--- src/rtl/mux_2_to_1_stream.sv ---
// mux_2_to_1_stream: merges two valid/ready packet streams onto one registered
// output stream with round-robin arbitration at packet granularity.
// A granted packet owns the output until its last beat, so packets from the
// two channels are never interleaved.
// Optional feature macro: MUX_SRC_TAG_EN adds the Y_src source-channel tag.
module mux_2_to_1_stream #(
    parameter int unsigned MXwidth = 32
) (
    input  logic               clk,
    input  logic               rst,
    input  logic [MXwidth-1:0] D0,
    input  logic               D0_valid,
    input  logic               D0_last,
    output logic               D0_ready,
    input  logic [MXwidth-1:0] D1,
    input  logic               D1_valid,
    input  logic               D1_last,
    output logic               D1_ready,
    output logic [MXwidth-1:0] Y,
    output logic               Y_valid,
    output logic               Y_last,
`ifdef MUX_SRC_TAG_EN
    output logic               Y_src,
`endif
    input  logic               Y_ready
);

    typedef enum logic [1:0] {
        IDLE  = 2'd0,
        LOCK0 = 2'd1,
        LOCK1 = 2'd2
    } state_t;

    state_t               state_q, state_d;
    logic                 prio_q, prio_d;
    logic [MXwidth-1:0]   y_q, y_d;
    logic                 y_valid_q, y_valid_d;
    logic                 y_last_q, y_last_d;
`ifdef MUX_SRC_TAG_EN
    logic                 y_src_q, y_src_d;
`endif

    logic                 load_c;
    logic                 gnt_vld_c;
    logic                 gnt_ch_c;
    logic                 accept_c;
    logic                 sel_last_c;
    logic [MXwidth-1:0]   sel_data_c;

    // Output register can take a new beat when empty or draining this cycle.
    assign load_c = !y_valid_q || Y_ready;

    // Grant selection: packet lock wins, otherwise round-robin among requesters.
    always_comb begin
        gnt_vld_c = 1'b0;
        gnt_ch_c  = 1'b0;
        unique case (state_q)
            LOCK0: begin
                gnt_vld_c = 1'b1;
                gnt_ch_c  = 1'b0;
            end
            LOCK1: begin
                gnt_vld_c = 1'b1;
                gnt_ch_c  = 1'b1;
            end
            default: begin
                if (D0_valid && D1_valid) begin
                    gnt_vld_c = 1'b1;
                    gnt_ch_c  = prio_q;
                end else if (D0_valid) begin
                    gnt_vld_c = 1'b1;
                    gnt_ch_c  = 1'b0;
                end else if (D1_valid) begin
                    gnt_vld_c = 1'b1;
                    gnt_ch_c  = 1'b1;
                end
            end
        endcase
    end

    assign D0_ready   = load_c && gnt_vld_c && !gnt_ch_c;
    assign D1_ready   = load_c && gnt_vld_c &&  gnt_ch_c;
    assign accept_c   = (D0_valid && D0_ready) || (D1_valid && D1_ready);
    assign sel_data_c = gnt_ch_c ? D1 : D0;
    assign sel_last_c = gnt_ch_c ? D1_last : D0_last;

    // Next-state, priority pointer and output register update.
    always_comb begin
        state_d   = state_q;
        prio_d    = prio_q;
        y_d       = y_q;
        y_valid_d = y_valid_q;
        y_last_d  = y_last_q;
`ifdef MUX_SRC_TAG_EN
        y_src_d   = y_src_q;
`endif
        if (load_c) begin
            y_valid_d = 1'b0;
            if (accept_c) begin
                y_d       = sel_data_c;
                y_last_d  = sel_last_c;
                y_valid_d = 1'b1;
`ifdef MUX_SRC_TAG_EN
                y_src_d   = gnt_ch_c;
`endif
                if (sel_last_c) begin
                    state_d = IDLE;
                    prio_d  = 1'(~gnt_ch_c);
                end else begin
                    state_d = gnt_ch_c ? LOCK1 : LOCK0;
                end
            end
        end
    end

    // State and output registers with asynchronous reset.
    always_ff @(posedge clk or posedge rst) begin
        if (rst) begin
            state_q   <= IDLE;
            prio_q    <= 1'b0;
            y_q       <= '0;
            y_valid_q <= 1'b0;
            y_last_q  <= 1'b0;
`ifdef MUX_SRC_TAG_EN
            y_src_q   <= 1'b0;
`endif
        end else begin
            state_q   <= state_d;
            prio_q    <= prio_d;
            y_q       <= y_d;
            y_valid_q <= y_valid_d;
            y_last_q  <= y_last_d;
`ifdef MUX_SRC_TAG_EN
            y_src_q   <= y_src_d;
`endif
        end
    end

    assign Y       = y_q;
    assign Y_valid = y_valid_q;
    assign Y_last  = y_last_q;
`ifdef MUX_SRC_TAG_EN
    assign Y_src   = y_src_q;
`endif

endmodule
--- config.mk ---
export PLATFORM = sky130hd
export DESIGN_NAME = mux_2_to_1_stream
export DESIGN_NICKNAME = d
export VERILOG_FILES = /design/src/rtl/mux_2_to_1_stream.sv
export SDC_FILE = /design/constraint.sdc
export NUM_CORES = 1
export LEC_CHECK = 0
export CAP_MARGIN = 0
export CORE_UTILIZATION = 39
export DETAILED_ROUTE_END_ITERATION = 10
export PLACE_DENSITY_LB_ADDON = 0.08
export SLEW_MARGIN = 20
export SYNTH_ARGS = -nofsm -noshare
export SYNTH_HDL_FRONTEND = slang
export SYNTH_SLANG_ARGS = --single-unit
--- constraint.sdc ---
create_clock -name clk -period 2.7 [get_ports clk]
set_input_delay 0.81 -clock clk [delete_from_list [all_inputs] [get_ports clk]]
set_output_delay 0.81 -clock clk [all_outputs]
set_load 0.02 [all_outputs]
# Yosys cells after proc, flatten, opt, wreduce, memory -nomap -nowiden
# Cells that the tools add are included.
# classes
eq_ne	2
n_mux	12
n_bitwise	1
reduce_logical	13
# ops
op	n
two-way mux 32 bit	1
two-way mux 1 bit	8
logical AND 1 bit	6
two-way mux 2 bit	2
AND reduction 3 bit	1
equality test 2 x 1 -> 1 bit, second input constant	1
equality test 2 bit, second input constant	1
zero test 1 bit	2
logical OR 1 bit	2
case mux 1 bit (2 select lines)	1
AND reduction 2 bit	1
OR reduction 2 bit	1
inverter 1 bit	1
# totals
reg_bits	37
output_inout_bits	36
word_cells	33

# Logic depth before layout (Yosys ltp)
# logic_depth
word_depth	9
ltp_mapped	8

# Least setup slack after synthesis
# No wires, ideal clock.
# synth_timing
path_type	input port to output port
from	in D0_valid
to	out D1_ready
t_arrival_ps	1735
setup_slack_ps	155
cell_stages	5
path_buffers	2
path_cell_list	and2b_1 o21ai_2 buf_6 buf_6 nor2b_1
# synth_between
elab_chain_len	5
# synth_lines
item	line_no	rtl
from (decl)	12	input logic D0_valid,
two-way mux 1 bit / logical AND 1 bit (equally long branches)	70, 67	
two-way mux 1 bit	67	if (D0_valid && D1_valid) begin
two-way mux 1 bit	57	unique case (state_q)
logical AND 1 bit	82	assign D1_ready = load_c && gnt_vld_c && gnt_ch_c;
logical AND 1 bit (*)	82	
to (decl)	18	output logic D1_ready,
# Every way passes the cells marked *; elsewhere a longest branch is shown, timed or not.

# Final worst setup path
# layout_timing
from	in Y_ready
to	out D1_ready
# layout_between
elab_chain_len	3
# layout_lines
item	line_no	rtl
from (decl)	25	input logic Y_ready
logical OR 1 bit	51	assign load_c = !y_valid_q || Y_ready;
logical AND 1 bit (2 in series)	82	
# No other way between the ends.

==> metrics.txt <==
Hold Path Class=reg -> reg; worst setup path class=in -> out; placed inst area=between 3000 and 4000 um^2; PortBufs=106; P_leak=1.412 nW; cells on worst reg2reg path=7; Netlist cell types=20; WL/cell=between 15 and 20 um; Post-synth top flop=dfrtp_1; most common cell in the netlist=mux2_2; crit share post-route=0.9558; Inserted Diodes=0; crit-path cells=clkdlybuf4s50_1, nor2b_1, a21o_1, nor2b_4, buf_4; internal reg-to-reg setup slack=550 ps; final core utilization=0.6831; Highest Clock Rate=around 390 MHz; Clock Skew=~12 ps; IO Count=around 110; final WL=4883 um; Worst EP required=~1900 ps; Netlist Area Pre-Place=roughly 2000 um^2; Syn Area/Cell=approximately 15 um^2; CP Max Fanout=2; Synth Instances=135; hpwl dp=between 3000 and 4000 um; cell taking the most area after synthesis=dfrtp_1; maximum vdd ir drop=between 600 and 700 uV; CTS tree=done; Syn Nets=between 200 and 250; Initial DRC Count=50; vias in the first global route=between 1500 and 2000; CP Buf/Inv Count=2; crit path launch type=input pin; outcome=complete, no violations; Hold EP=Y[24]; cell area after layout=between 3000 and 4000 um^2; initial antenna violation count=0; Final ANT Viol Nets=0; Worst EP arrival=between 1500 and 2000 ps; EDFF count, synth=0; Commonest cells post-synth=40 x mux2_2, 37 x dfrtp_1, 24 x mux2_4; Core Rows=25; Initial Utilization=0.4153; die area=about 5400 um^2; top cell type's share of synthesized area=0.4628; share of cells above drive strength 1=0.3534; final hold vios=0; area grow syn2layout=64.48%; Slew Viols, Final=0; Placeable Area=slightly below 5000 um^2; total CTS buffers=5; First-pass DRT Iterations=2; Syn. warnings=0; hold path start=Y[24]; Slew HR=0.6877; grt ovf=0; PwrDens=roughly 1200 nW/um^2; htree depth=2; Die X=around 74 um; sequential element share of the synthesized area=0.4628; TNS Setup=0 ps; hold path depth=1; total of max-cap violations=0; Setup Viol. Count Final=0; chip height=approximately 74 um; Final min period=between 2000 and 3000 ps; vias=around 1500; worst r2r src=state_q[0]; CTS clock-pin slew for the worst setup and hold paths=approximately 70 ps; Critical Path Max Stage Delay=470 ps; deepest clock path buffer count=2; vias per cell=between 4 and 5; first-pass GRT wire length=7776 um; clock latency on the worst-skew pair=290 ps; clock sinks=37; root buf cell=clkbuf_8; Critical-path top delay cell=clkdlybuf4s50_1; Async S/R FF share, synth=1.000; Final nets=320; RSZ-0062 raised after global routing=false; Slew @ Worst Pin=468.4 ps; Seq cells post-synth=37; maximum number of pins on one net before global-route repair=37; Final GP Congestion=between 0.8 and 0.9; Total Routing Usage GR=0.1914; Area contributors post-synth=dfrtp_1 46%, mux2_2 23%, mux2_4 18%; crit end category=output pin; delay-heaviest family, CP=buffers and inverters; DRC=0; reg-to-reg endpoint=Y[25]
[where the power goes]
| group | switching (mW) | total (mW) | internal (mW) | leakage (nW) |
|---|---|---|---|---|
| clock | 0.200 | 0.500 | 0.300 | 0.0574 |
| combinational | 0.990 | 2.39 | 1.40 | 0.921 |
| sequential | 0.160 | 1.01 | 0.847 | 0.434 |
[placed cells by master, fill, tap and decap left out, drive strengths merged, types with 2 or more instances in the layout]
master	netlist	layout
a21o	2	2
buf	8	10
clkbuf	0	6
clkdlybuf4s50	0	102
dfrtp	37	37
dlymetal6s2s	0	2
inv	2	2
mux2	68	68
nor2	4	4
nor2b	4	4
[sequential cells by signal, indices dropped and copies added, names as in the netlist]
register	flops
Y_valid	1
Y_last	1
prio_q	1
Y	32
state_q	2
[cell families after synthesis]
kind of cell / synth area share
multiplexers: 0.4278
flip-flops: 0.4628
AND/OR/NAND/NOR: 0.04127
buffers and inverters: 0.04253
AO/OA/AOI/OAI: 0.01939
adder cells (fa/ha/maj): 0.006253
[worst max path at each step]
stage | startpoint | end | slack (ps) | cells after the start
floorplan | D0_valid | D1_ready | 150 | 5
global placement | D0_valid | D1_ready | -450 | 5
detailed placement | D1_valid | D1_ready | -490 | 5
CTS | D1_valid | D1_ready | -40 | 5
global route | Y_ready | D0_ready | 50 | 5
finish | Y_ready | D1_ready | 120 | 5
[per-layer routing]
layer	GRT usage	up-vias	part of all wire
met1	0.2108	700	0.38
met2	0.3568	55	0.54
met4	0.05342	0	0.015
li1	-	704	-
met5	0	-	0
met3	0.05350	7	0.069
[worst reg2reg max path, cell delays in order, from the launching register on]
cell	delay, ps
dfrtp_1	360
inv_1	50
ha_1	330
nand2_1	100
o21ai_4	170
buf_4	330
mux2_2	370
mux2_1	310
[timing repair]
item / in CTS / in global routing
buffers inserted: 0 / 1
setup endpoints to repair: 2 / 2
resized for setup: 9 / 5
hold buffers: 0 / 0
pin swaps: 0 / 1
[through the flow]
stage / power, mW / hold slack, ps / worst slack (ps) / cells
after floorplan: 2.535 / 462.3 / 154.9 / 135
after global placement: 3.328 / 471.7 / -453.2 / 307
after detailed placement: 3.411 / 480.4 / -493.2 / 307
after CTS: 3.914 / 495.5 / -41.21 / 315
after global routing: 4.113 / 513.6 / 48.15 / 316
final: 3.895 / 488.8 / 119.4 / 316
[area by class of cell]
cell class / count / area [um^2]
clock buffers: 6 / 82.58
clock inverters: 2 / 37.54
fillers: 380 / 1526
inverters: 2 / 7.507
multi-input cells: 88 / 1007
flip-flops and latches: 37 / 925.9
well taps: 67 / 83.83
repair buffers: 114 / 1146
(Power assumes the default switching activity.)
==> variant 1 (same settings) <==
`MXwidth`: 32 -> 24.
--- a/src/rtl/mux_2_to_1_stream.sv
+++ b/src/rtl/mux_2_to_1_stream.sv
@@ -5,5 +5,5 @@
 // Optional feature macro: MUX_SRC_TAG_EN adds the Y_src source-channel tag.
 module mux_2_to_1_stream #(
-    parameter int unsigned MXwidth = 32
+    parameter int unsigned MXwidth = 24
 ) (
     input  logic               clk,
Ports: changed (resized D0, D1 and Y); port bits go from 107 to 83. No check against the original RTL was run, so the function may have changed too.
==> variant 1 against the original RTL <==
- total power is 34% lower
- worst setup slack better by 0.0055 ns
- area after synthesis is 28% lower
- design area is 27% lower
- combinational power is 38% lower
- non-clock buffer count is 25 lower
- wire length is 32% lower
- critical path depth stayed put
- sequential cell count is 8 lower
==> variant 1: results (changes against the original RTL) <==
- Clock-pin transition on the worst setup and hold timing paths: 0.06 ns
- Ys Warns: 0 (unchanged)
- Largest register FFs: 24 (was 32)
- Final Skew: 0.00405 ns (was 0.0118 ns)
- Sequential fraction of the synthesis area: 50.3% (was 46.3%)
- Hold Path Class: flip-flop to flip-flop (unchanged)
- Post-placement cell area: 2330 um^2 (was 3150 um^2)
- Via/cell ratio: 4.80 (was 4.64)
- WL/cell: 12.3 um (was 15.5 um)
- Vias in the first global route: 1,283 (was 1,652)
- Synth cell types: 19 (was 20)
- Count leader, synth: nand2_1 (was mux2_2)
- Status: completed (unchanged)
- Worst Max-Slew Pin Slew: 0.329 ns (was 0.468 ns)
- First-pass GRT wire length: 5.52 mm (was 7.78 mm)
- DRT Pass-1 Iters: 4 (was 2)
- Synth Net Count: 195 (was 207)
- Largest net degree at the start of global routing: 28 (was 37)
- Most frequent cells after synthesis: nand2_1 (32), dfrtp_1 (29), mux2i_1 (25), o21ai_0 (19), o21ai_1 (8) (was mux2_2 (40), dfrtp_1 (37), mux2_4 (24), buf_6 (6))
- CP peak stage delay: 0.32 ns (was 0.47 ns)
- Synth top area cells: dfrtp_1 (50%), mux2i_1 (17%), nand2_1 (8.3%), o21ai_0 (6.6%), buf_6 (3.1%) (was dfrtp_1 (46%), mux2_2 (23%), mux2_4 (18%), buf_6 (3.4%), mux2_1 (2.3%))
- Post-synth ARST share: 100% (unchanged)
- Gr usage total: 18.3% (was 19.1%)
- Sw power: 1.00 mW (was 1.35 mW)
- Clock buffer depth: 2 (unchanged)
- H-tree depth: 2 (unchanged)
- Clock latency on the worst-skew pair: 0.27 ns (was 0.29 ns)
- Fillers: 267 (was 380)
- Non-filler instance count after layout: 272 (was 316)
- Net count, final: 282 (was 320)
- Max FO, Critical Path: 4 (was 2)
- Synth Instances: 139 (was 135)
- Peak VDD IR: 464 uV (was 678 uV)
- Static leakage: 1.04 nW (was 1.41 nW)
- Share of cells above drive strength 1: 8.85% (was 35.3%)
- Root buf cell: clkbuf_8 (unchanged)
- Post-synth top flop: dfrtp_1 (unchanged)
- Port Buffers: 82 (was 106)
- Post-place setup slack: -0.540 ns (was -0.493 ns)
- Placed wire-length estimate: 2.67 mm (was 3.78 mm)
- CP max-delay cell: dlygate4sd2_1 (was clkdlybuf4s50_1)
- CTS buffer count: 5 (unchanged)
- Drt initial violations: 61 (was 50)
- WP data arrival: 1.77 ns (about the same)
- GP Congestion: 0.768 (was 0.814)
==> variant 1: changes by cell type after synthesis, moves of 3 or more <==
cell	change
nand2_1	+31
inv_1	+3
mux2_1	-4
dfrtp_1	-8
nor2b_1	-4
buf_4	+3
mux2i_1	+25
o21ai_0	+19
o21ai_1	+8
mux2_2	-40
mux2_4	-23
==> variant 1: layout make-up <==
type | count | area (um^2) | area share [%]
Multi-Input combinational cell | 96 | 643 | 26.7
Inverter | 5 | 18.8 | 0.778
Timing Repair Buffer | 89 | 880 | 36.5
Tap cell | 46 | 57.6 | 2.39
Clock buffer | 7 | 86.3 | 3.58
Sequential cell | 29 | 726 | 30.1
==> variant 1: kinds of logic after synthesis <==
logic type / synth area share, %
AO/OA/AOI/OAI: 13.2
adder cells (fa/ha/maj): 0.868
buffers and inverters: 6.68
flip-flops: 50.3
multiplexers: 18.4
AND/OR/NAND/NOR: 10.5
==> variant 1: final timing paths <==
kind | startpoint | endpoint | slack [ns] | cells after the start
max in group asynchronous | rst | Y[19] | 1.32 | 3
hold / removal | Y[4] | Y[4] | 0.48 | 2
setup reg to reg | state_q[0] | Y[4] | 0.82 | 7
setup / recovery | D1_valid | D1_ready | 0.12 | 5
min in group asynchronous | rst | Y[3] | 0.79 | 2
hold reg to reg | Y[4] | Y[4] | 0.48 | 2
==> variant 1: repair_timing <==
| action | 4_1_cts | 5_1_grt |
|---|---|---|
| buffers inserted | 0 | 0 |
| pin swaps | 0 | 1 |
| gates resized for setup | 10 | 2 |
| setup endpoints to repair | 2 | 2 |
==> variant 1: power by group through the flow <==
| stage | logic (mW) | clock network [mW] | registers [mW] |
|---|---|---|---|
| after global routing | 1.58 | 0.376 | 0.786 |
| after detailed placement | 1.49 | 0 | 0.767 |
| final | 1.47 | 0.347 | 0.759 |
| after global placement | 1.46 | 0 | 0.757 |
| after CTS | 1.48 | 0.359 | 0.761 |
| after floorplan | 0.646 | 0 | 0.996 |
==> variant 1: per-layer routing <==
metal  GRT usage (%)  routed length, um
met5               0                  0
met4            7.85                 45
met3            4.74                212
met2            33.0               1790
met1            20.0               1300
==> variant 1: worst reg2reg max path: cells and delay by family, from the launching register on <==
family,cells,cell delay (ns)
adder cells (fa/ha/maj),1,0.42
multiplexers,1,0.25
buffers and inverters,2,0.34
AND/OR/NAND/NOR,1,0.14
AO/OA/AOI/OAI,2,0.26
flip-flops,1,0.34
==> variant 2 (same flow settings) <==
Made on the original files. Reset style: synchronous (`rst`), changed in one clocked block. Comments in the files are not updated.
--- a/src/rtl/mux_2_to_1_stream.sv
+++ b/src/rtl/mux_2_to_1_stream.sv
@@ -115,5 +115,5 @@
 
     // State and output registers with asynchronous reset.
-    always_ff @(posedge clk or posedge rst) begin
+    always_ff @(posedge clk) begin
         if (rst) begin
             state_q   <= IDLE;
Check against the original RTL: differs if rst is asserted again (counterexample within 4 cycles, from zero or initial values and one cycle with rst high); with rst held inactive, the same outputs for 10 cycles.
==> variant 2 against the original RTL <==
- area after synthesis down 5.7%
- wire length up 8.2%
- design area down 6.0%
- worst hold slack worse by 0.017 ns
- worst setup slack better by 0.097 ns
- sequential cell count unchanged
Power is not compared: it rests on default switching activity, and its combinational part moved more than twofold at a synthesized area within 25%.
==> variant 2: results (changes against the original RTL) <==
- Sequential fraction of the synthesis area: 39.3% (was 46.3%)
- Reg2reg start: state_q[0] (unchanged)
- Synth Net Count: 288 (was 207)
- Vias in the first global route: 1,845 (was 1,652)
- Drt total wl: 5.28 mm (was 4.88 mm)
- Share of cells above drive strength 1: 18.2% (was 35.3%)
- Root buf cell: clkbuf_8 (unchanged)
- DRT Pass-1 Iters: 4 (was 2)
- Net count, final: 395 (was 320)
- Status: completed (unchanged)
- Final Skew: 0.0114 ns (was 0.0118 ns)
- Ant. Diodes: 0 (unchanged)
- Worst slew margin: 61.0% (was 68.8%)
- Vias: 1,909 (was 1,466)
- Static leakage: 1.22 nW
- GP Congestion: 0.759 (was 0.814)
- Placed wire-length estimate: 3.76 mm (was 3.78 mm)
- Met1 wire length: 2.49 mm (was 1.85 mm)
- Hold Path End: state_q[1] (was Y[24])
- Drt initial violations: 94 (was 50)
- Peak VDD IR: 324 uV
- Worst Hold Launch: state_q[1] (was Y[24])
- Reg-to-Reg End: Y[6] (was Y[25])
- Routed wl met3: 378 um (was 338 um)
- Met2 routed WL: 2.37 mm (was 2.62 mm)
- Post-synth ARST share: 0% (was 100%)
- Synth cell types: 27 (was 20)
- CP peak stage delay: 0.44 ns (was 0.47 ns)
- Fillers: 382 (was 380)
- Post-CTS setup buffer count: 0 (unchanged)
- Reg2reg setup slack: 0.73 ns (was 0.55 ns)
- First-pass GRT wire length: 8.68 mm (was 7.78 mm)
- Clock buffer depth: 2 (unchanged)
- Min-Delay Path Depth: 2 (was 1)
- Largest net degree at the start of global routing: 36 (was 37)
- Most frequent cells after synthesis: nand2_1 (38), dfxtp_1 (37), nor2_1 (37), a21oi_1 (36), a211oi_2 (28) (was mux2_2 (40), dfrtp_1 (37), mux2_4 (24), buf_6 (6))
- Gr usage total: 21.6% (was 19.1%)
- Synth top area cells: dfxtp_1 (39%), a211oi_2 (19%), a21oi_1 (9.5%), nand2_1 (7.6%), nor2_1 (7.4%) (was dfrtp_1 (46%), mux2_2 (23%), mux2_4 (18%), buf_6 (3.4%), mux2_1 (2.3%))
## variant 2: changes by cell type after synthesis, sizes merged, moves of 2 or more
cell and delta:
mux2 -67, dfrtp -37, dfxtp +37, nand2 +37
a21oi +36, nor2 +33, a211oi +32, buf +8
clkbuf +4, nor2b -3, a21o -2
## variant 2: cell families (layout without fill, tap and decap cells)
family          Yosys count  after routing  synth area share, %
fa+ha+maj                 1              1                0.663
buf+inv                  22            130                 7.82
simple gates             82             82                 17.4
mux                       1              1                0.796
flops                    37             37                 39.3
compound gates           73             73                 34.1
## variant 2: power by group through the flow
stage | sequential [mW] | combinational, mW | clock, mW
after floorplan | 0.739 | 0.306 | 0
after global placement | 0.659 | 0.668 | 0
after detailed placement | 0.662 | 0.675 | 0
after CTS | 0.649 | 0.672 | 0.510
after global routing | 0.657 | 0.722 | 0.537
final | 0.650 | 0.665 | 0.501
## variant 2: metrics by stage
stage          worst slack, ns  hold slack (ns)  std cells  cell area [um^2]
3_5_place_dp            -0.444            0.457        368              2990
4_1_cts                 0.0539            0.472        376              3090
6_report                 0.216            0.471        376              3090
2_1_floorplan            0.202            0.432        216              1890
5_1_grt                  0.111            0.490        376              3090
3_3_place_gp            -0.436            0.442        368              2990
## variant 2: layout make-up
| type | instances | area (um^2) | share of cell area [%] |
|---|---|---|---|
| timing repair buffer | 120 | 1160 | 37.7 |
| multi-input combinational | 157 | 998 | 32.3 |
| sequential | 37 | 741 | 23.9 |
| clock buffer | 7 | 86.3 | 2.79 |
| tap | 52 | 65.1 | 2.10 |
| clock inverter | 1 | 30.0 | 0.971 |
| inverter | 2 | 7.51 | 0.243 |
## variant 2: routing by layer
metal  GRT usage, %  up-vias
li1               -      966
met1           29.0      858
met2           34.3       80
met3           6.05        5
met4           5.88        0
met5              0        -
